## src/rtl/lag_pkg.sv

```systemverilog
// lag_pkg: shared types and widths for the lag_meter photodiode latency engine.
//   lag_state_t : measurement FSM states
//   US_W        : width of microsecond counters and results
//   SUM_W       : width of the windowed-average accumulator
package lag_pkg;

    localparam int US_W  = 18;
    localparam int SUM_W = 24;

    typedef enum logic [1:0] {
        IDLE,
        MEASURE,
        HOLDOFF
    } lag_state_t;

endpackage

```

## src/rtl/sensor_debounce.sv

```systemverilog
// sensor_debounce: conditions the raw photodiode bit into a clean "lit" level.
// It applies a 2-flop synchronizer, optional polarity inversion and a
// consecutive-cycle debouncer.
// Ports:
//   clk       in  : system clock
//   reset     in  : synchronous, active-high
//   sensor_in in  : raw asynchronous photodiode bit
//   lit       out : debounced "light detected" level
//   lit_rise  out : one-cycle pulse, coincident with lit going 0->1
module sensor_debounce #(
    parameter int DEB_CYCLES = 16,
    parameter bit SENSE_LOW  = 1'b1
) (
    input  logic clk,
    input  logic reset,
    input  logic sensor_in,
    output logic lit,
    output logic lit_rise
);

    localparam int CNT_W = (DEB_CYCLES < 2) ? 1 : $clog2(DEB_CYCLES + 1);

    logic             sync0;
    logic             sync1;
    logic             lit_raw;
    logic [CNT_W-1:0] stable_cnt;

    // An active-low sensor reports light as 0, so flip it to make lit_raw active-high
    assign lit_raw = sync1 ^ SENSE_LOW;

    // Synchronizer plus debouncer: lit follows lit_raw only after it has
    // disagreed for DEB_CYCLES consecutive cycles. lit_rise is registered
    // together with lit so both change in the same cycle.
    always_ff @(posedge clk) begin
        if (reset) begin
            sync0      <= 1'b0;
            sync1      <= 1'b0;
            lit        <= 1'b0;
            lit_rise   <= 1'b0;
            stable_cnt <= '0;
        end else begin
            sync0    <= sensor_in;
            sync1    <= sync0;
            lit_rise <= 1'b0;
            if (lit_raw != lit) begin
                if (stable_cnt == CNT_W'(DEB_CYCLES - 1)) begin
                    lit        <= lit_raw;
                    lit_rise   <= lit_raw;
                    stable_cnt <= '0;
                end else begin
                    stable_cnt <= stable_cnt + CNT_W'(1);
                end
            end else begin
                stable_cnt <= '0;
            end
        end
    end

endmodule

```

## src/rtl/lag_meter.sv

```systemverilog
// lag_meter: photodiode latency-measurement engine.
// A trigger from the renderer starts a flash and a microsecond timer. The
// debounced light edge stops the timer, and the latency is published both per
// sample and as an average over a window of 2^AVG_LOG2 samples.
// Ports:
//   clk          in  : system clock
//   reset        in  : synchronous, active-high
//   trigger      in  : one-cycle flash-frame start pulse
//   sensor_in    in  : raw asynchronous photodiode bit
//   flash        out : renderer must draw the white patch
//   busy         out : FSM not in IDLE
//   result_us    out : last measured latency in us (held)
//   result_valid out : pulse when result_us updates
//   timeout      out : pulse on measurement abort
//   fault        out : pulse when a trigger arrives while already lit
//   avg_us       out : mean of the last completed window (held)
//   avg_valid    out : pulse when avg_us updates
//   sample_cnt   out : results accumulated in the current window
module lag_meter
    import lag_pkg::*;
#(
    parameter int US_DIV     = 54,
    parameter int TIMEOUT_US = 200000,
    parameter int HOLDOFF_US = 20000,
    parameter int DEB_CYCLES = 16,
    parameter int AVG_LOG2   = 3,
    parameter bit SENSE_LOW  = 1'b1
) (
    input  logic            clk,
    input  logic            reset,
    input  logic            trigger,
    input  logic            sensor_in,
    output logic            flash,
    output logic            busy,
    output logic [US_W-1:0] result_us,
    output logic            result_valid,
    output logic            timeout,
    output logic            fault,
    output logic [US_W-1:0] avg_us,
    output logic            avg_valid,
    output logic [7:0]      sample_cnt
);

    localparam int PRE_W = $clog2(US_DIV);

    lag_state_t        state;
    lag_state_t        state_next;
    logic [PRE_W-1:0]  presc;
    logic [US_W-1:0]   us_cnt;
    logic [SUM_W-1:0]  sum;
    logic              lit;
    logic              lit_rise;
    logic              start;
    logic              capture;
    logic              abort;
    logic              fault_set;
    logic              holdoff_done;
    logic              window_full;

    sensor_debounce #(
        .DEB_CYCLES(DEB_CYCLES),
        .SENSE_LOW (SENSE_LOW)
    ) u_debounce (
        .clk      (clk),
        .reset    (reset),
        .sensor_in(sensor_in),
        .lit      (lit),
        .lit_rise (lit_rise)
    );

    assign holdoff_done = (us_cnt >= US_W'(HOLDOFF_US));
    assign window_full  = (sample_cnt == 8'(1 << AVG_LOG2));

    // Next-state and strobe decode. A light edge is checked before the
    // timeout, so an edge landing on the final microsecond still counts.
    always_comb begin
        state_next = state;
        start      = 1'b0;
        capture    = 1'b0;
        abort      = 1'b0;
        fault_set  = 1'b0;
        flash      = 1'b0;
        busy       = (state != IDLE);
        case (state)
            IDLE: begin
                if (trigger) begin
                    if (lit) begin
                        fault_set = 1'b1;
                    end else begin
                        start      = 1'b1;
                        state_next = MEASURE;
                    end
                end
            end
            MEASURE: begin
                flash = 1'b1;
                if (lit_rise) begin
                    capture    = 1'b1;
                    state_next = HOLDOFF;
                end else if (us_cnt == US_W'(TIMEOUT_US)) begin
                    abort      = 1'b1;
                    state_next = HOLDOFF;
                end
            end
            HOLDOFF: begin
                if (holdoff_done && !lit) begin
                    state_next = IDLE;
                end
            end
            default: begin
                state_next = IDLE;
            end
        endcase
    end

    // State register, microsecond timebase, result latch and window accumulator.
    // The timebase restarts on both MEASURE and HOLDOFF entry. In HOLDOFF it
    // freezes once the holdoff has elapsed, so an indefinitely lit sensor
    // cannot wrap it.
    always_ff @(posedge clk) begin
        if (reset) begin
            state        <= IDLE;
            presc        <= '0;
            us_cnt       <= '0;
            result_us    <= '0;
            result_valid <= 1'b0;
            timeout      <= 1'b0;
            fault        <= 1'b0;
            sum          <= '0;
            sample_cnt   <= '0;
            avg_us       <= '0;
            avg_valid    <= 1'b0;
        end else begin
            state        <= state_next;
            result_valid <= capture;
            timeout      <= abort;
            fault        <= fault_set;
            avg_valid    <= 1'b0;

            if (start || capture || abort) begin
                presc  <= '0;
                us_cnt <= '0;
            end else if (state == MEASURE || (state == HOLDOFF && !holdoff_done)) begin
                if (presc == PRE_W'(US_DIV - 1)) begin
                    presc  <= '0;
                    us_cnt <= us_cnt + US_W'(1);
                end else begin
                    presc <= presc + PRE_W'(1);
                end
            end

            if (capture) begin
                result_us <= us_cnt;
            end

            if (window_full) begin
                avg_us     <= US_W'(sum >> AVG_LOG2);
                avg_valid  <= 1'b1;
                sum        <= '0;
                sample_cnt <= '0;
            end else if (capture) begin
                sum        <= sum + SUM_W'(us_cnt);
                sample_cnt <= sample_cnt + 8'd1;
            end
        end
    end

endmodule

```

## config.mk

```make
export PLATFORM = sky130hd
export DESIGN_NAME = lag_meter
export DESIGN_NICKNAME = d
export VERILOG_FILES = /design/src/rtl/lag_pkg.sv /design/src/rtl/sensor_debounce.sv /design/src/rtl/lag_meter.sv
export SDC_FILE = /design/constraint.sdc
export NUM_CORES = 1
export LEC_CHECK = 0
export ABC_AREA = 1
export CORE_MARGIN = 2
export CORE_UTILIZATION = 58
export DETAILED_ROUTE_END_ITERATION = 16
export PLACE_DENSITY_LB_ADDON = 0.12
export SYNTH_ARGS = -nofsm -noshare
export SYNTH_HDL_FRONTEND = slang
export SYNTH_HIERARCHICAL = 1
export SYNTH_SLANG_ARGS = --single-unit
```

## constraint.sdc

```tcl
create_clock -name clk -period 2.4 [get_ports clk]
set_clock_uncertainty 0.1 [all_clocks]
set_input_delay 0.36 -clock clk [delete_from_list [all_inputs] [get_ports clk]]
set_output_delay 0.36 -clock clk [all_outputs]
set_load 0.01 [all_outputs]
```

==> reports/results.ini <==
[critical_path]
r2r_end=sum[16]
crit_start=us_cnt[0]
path_buf_inv=1
worstReg2RegStart=us_cnt[0]
worstRegToRegCells=12
worst_ep_required_time_ns=2.60
max_stage_delay_ns=0.41
rrSetupSlack_ns=0.28
cp_max_fo=7
worstSetupEndpoint=sum[16]
end_kind=flip-flop
startpoint_type=flip-flop
cp_top_family=simple AND/OR/NAND/NOR gates
worst_ep_arrival_time_ns=2.32
crit_slowest_cell=fa_1
worst-setup-path-type=reg2reg
worst-path-stages=12
cp_common_cell=nand2_1
crit_chain=ha_1, fa_1, nand3_1, nand3_1, nand2_1, nand2_1, nand3_1, nand2_1, nand2_1, nand3_1, nand2_1, inv_1

[placement]
io_buffer_count=53
placedInstanceArea_um2=6310
gp_congestion=0.931
hpwl_um=10500

[layout]
final_cell_area_um2=6510
post-route-util_pct=67.5
multiInputGateArea_um2=3000
mostFrequentLayoutCell=nand2_1
syn_to_final_growth_pct=15.1
fillers=905
seq_area_um2=2080
nNetsFinal=906
layout_common_cells=nand2_1 (196), inv_1 (112), dfxtp_1 (104), nand3_1 (97), nor2_1 (70)
drive_above_1_share_pct=6.14
diodes=0

[clocking]
worstSkewPairLatency_ns=0.39
post_cts_resized=0
htree_num_levels=3
clock_sinks=104
cts_root_buf=clkbuf_8
clock_tree.buffer_depth=2
tritoncts=built
cts_buffers=9
post_cts_buffers=0
clkTransAtPathRegs_ns=0.10
ctsHoldBuffers=0

[logic_synthesis]
synth_cells=824
synthesis.area_um2=5660
synth-edff-count=0
yosys_warnings=6
synthArstFlopShare_pct=0
yosysSeqAreaShare_pct=36.8
ys_ff_latch=104
synth_fp_nets=855
ys_types=41
synthFlopType=dfxtp_1
syn_avg_cell_area_um2=6.87

[floorplanning]
core_um2=9640
initial_utilization_pct=58.7
dieArea_um2=10600
die_height_um=103
ioPinCount=54
die_w_um=103
num_rows=36

[timing]
relSlewSlack_pct=60.8
grt_setup_unrepaired=false
finalCritPeriodShare_pct=88.3
min_period_ns=2.12
timing.hold.ws_ns=0.322
worst_pin_slew_ns=0.588
fmax_mhz=472
finalSetupViolations=0
hold_viol=0
drv_slew=0
setup-tns-final_ns=0

[pwr]
power_leakage_nw=2.71
power_density_nw_per_um2=469
p_total_mw=3.05
vdd.ir_drop.worst_v=0.000511

[drt]
antenna_left=0
vias=5397
drt_iter0_markers=271
dr.pass1.iters=5
viasPerCell=5.33
routedWlPerCell_um=13.7
wl_um=13900
drcViolationCount=0

[hold_path]
hp-class=reg2reg

[global_route]
grt_max_degree=31
gr-total-overflow=0
grt_pass1_wl_um=22800
grt_usage_pct=27.9
grt_pass1_vias=4810
antenna_found_initial=0

[run]
maxCapViolations=0

[outcome]
outcome=complete, no violations

## area by class of cell
| cell class | instances | area share [%] |
|---|---|---|
| tap | 133 | 2.56 |
| clock inverter | 5 | 0.865 |
| multi-input combinational | 574 | 46.0 |
| clock buffer | 11 | 2.17 |
| inverter | 123 | 7.09 |
| sequential | 104 | 32.0 |
| timing repair buffer | 63 | 9.30 |
## sequential cells by signal, indices dropped and copies added (netlist names), 2 cells and up
name                   count
avg_us                    18
sample_cnt                 8
state                      2
result_us                 18
presc                      6
us_cnt                    18
u_debounce/stable_cnt      5
sum                       21
## where the power goes
group	switching [mW]	internal [mW]	total, mW	leakage [nW]
Clock	0.615	0.509	1.12	0.0993
Sequential	0.0139	1.74	1.75	0.839
Combinational	0.119	0.0547	0.174	1.77
Total	0.748	2.30	3.05	2.71
## metrics by stage
step / setup slack [ns] / std cells
after floorplan: 0.524 / 824
after global placement: 0.385 / 997
after detailed placement: 0.312 / 997
after CTS: 0.302 / 1013
after global routing: 0.118 / 1013
final: 0.282 / 1013
## kinds of logic (layout without fill, tap and decap cells)
kind of cell	count (synthesis)	in the layout	synth area share, %
xor+xnor	22	22	3.41
simple gates	407	407	31.7
fa+ha+maj	27	27	6.10
flops	104	104	36.8
buf+inv	146	202	10.3
compound gates	118	118	11.7
## layer usage
layer  track usage, %  part of all wire (%)
met1             36.2                    46
met2             46.7                    47
met3             5.63                   4.8
met4             9.11                   1.7
met5                0                     0
## cell usage after synthesis (all sizes together) (9+ instances only)
cell type | instances | area, µm²
dfxtp | 104 | 2080
nor3 | 15 | 85.1
a21oi | 62 | 333
xor2 | 13 | 114
nand3 | 98 | 495
o21ai | 41 | 205
inv | 120 | 450
xnor2 | 9 | 78.8
nand2 | 203 | 817
buf | 17 | 96.3
ha | 26 | 325
nor2 | 74 | 290
## worst reg2reg max path, delay by kind of cell, from the launching register on
kind	cells	cell delay [ns]
AND/OR/NAND/NOR	9	0.85
adder cells (fa/ha/maj)	2	0.67
flip-flops	1	0.38
buffers and inverters	1	0.04
## worst min-delay path by stage
stage	start	end	slack (ns)	depth (start not counted)
finish	u_debounce/sync0	u_debounce/sync1	0.32	2
global route	u_debounce/sync0	u_debounce/sync1	0.36	2
CTS	u_debounce/sync0	u_debounce/sync1	0.33	2
detailed placement	u_debounce/sync0	u_debounce/sync1	0.32	2
global placement	u_debounce/sync0	u_debounce/sync1	0.30	2
floorplan	u_debounce/sync0	u_debounce/sync1	0.29	2
No activity file was read; power rests on OpenSTA's default activity.
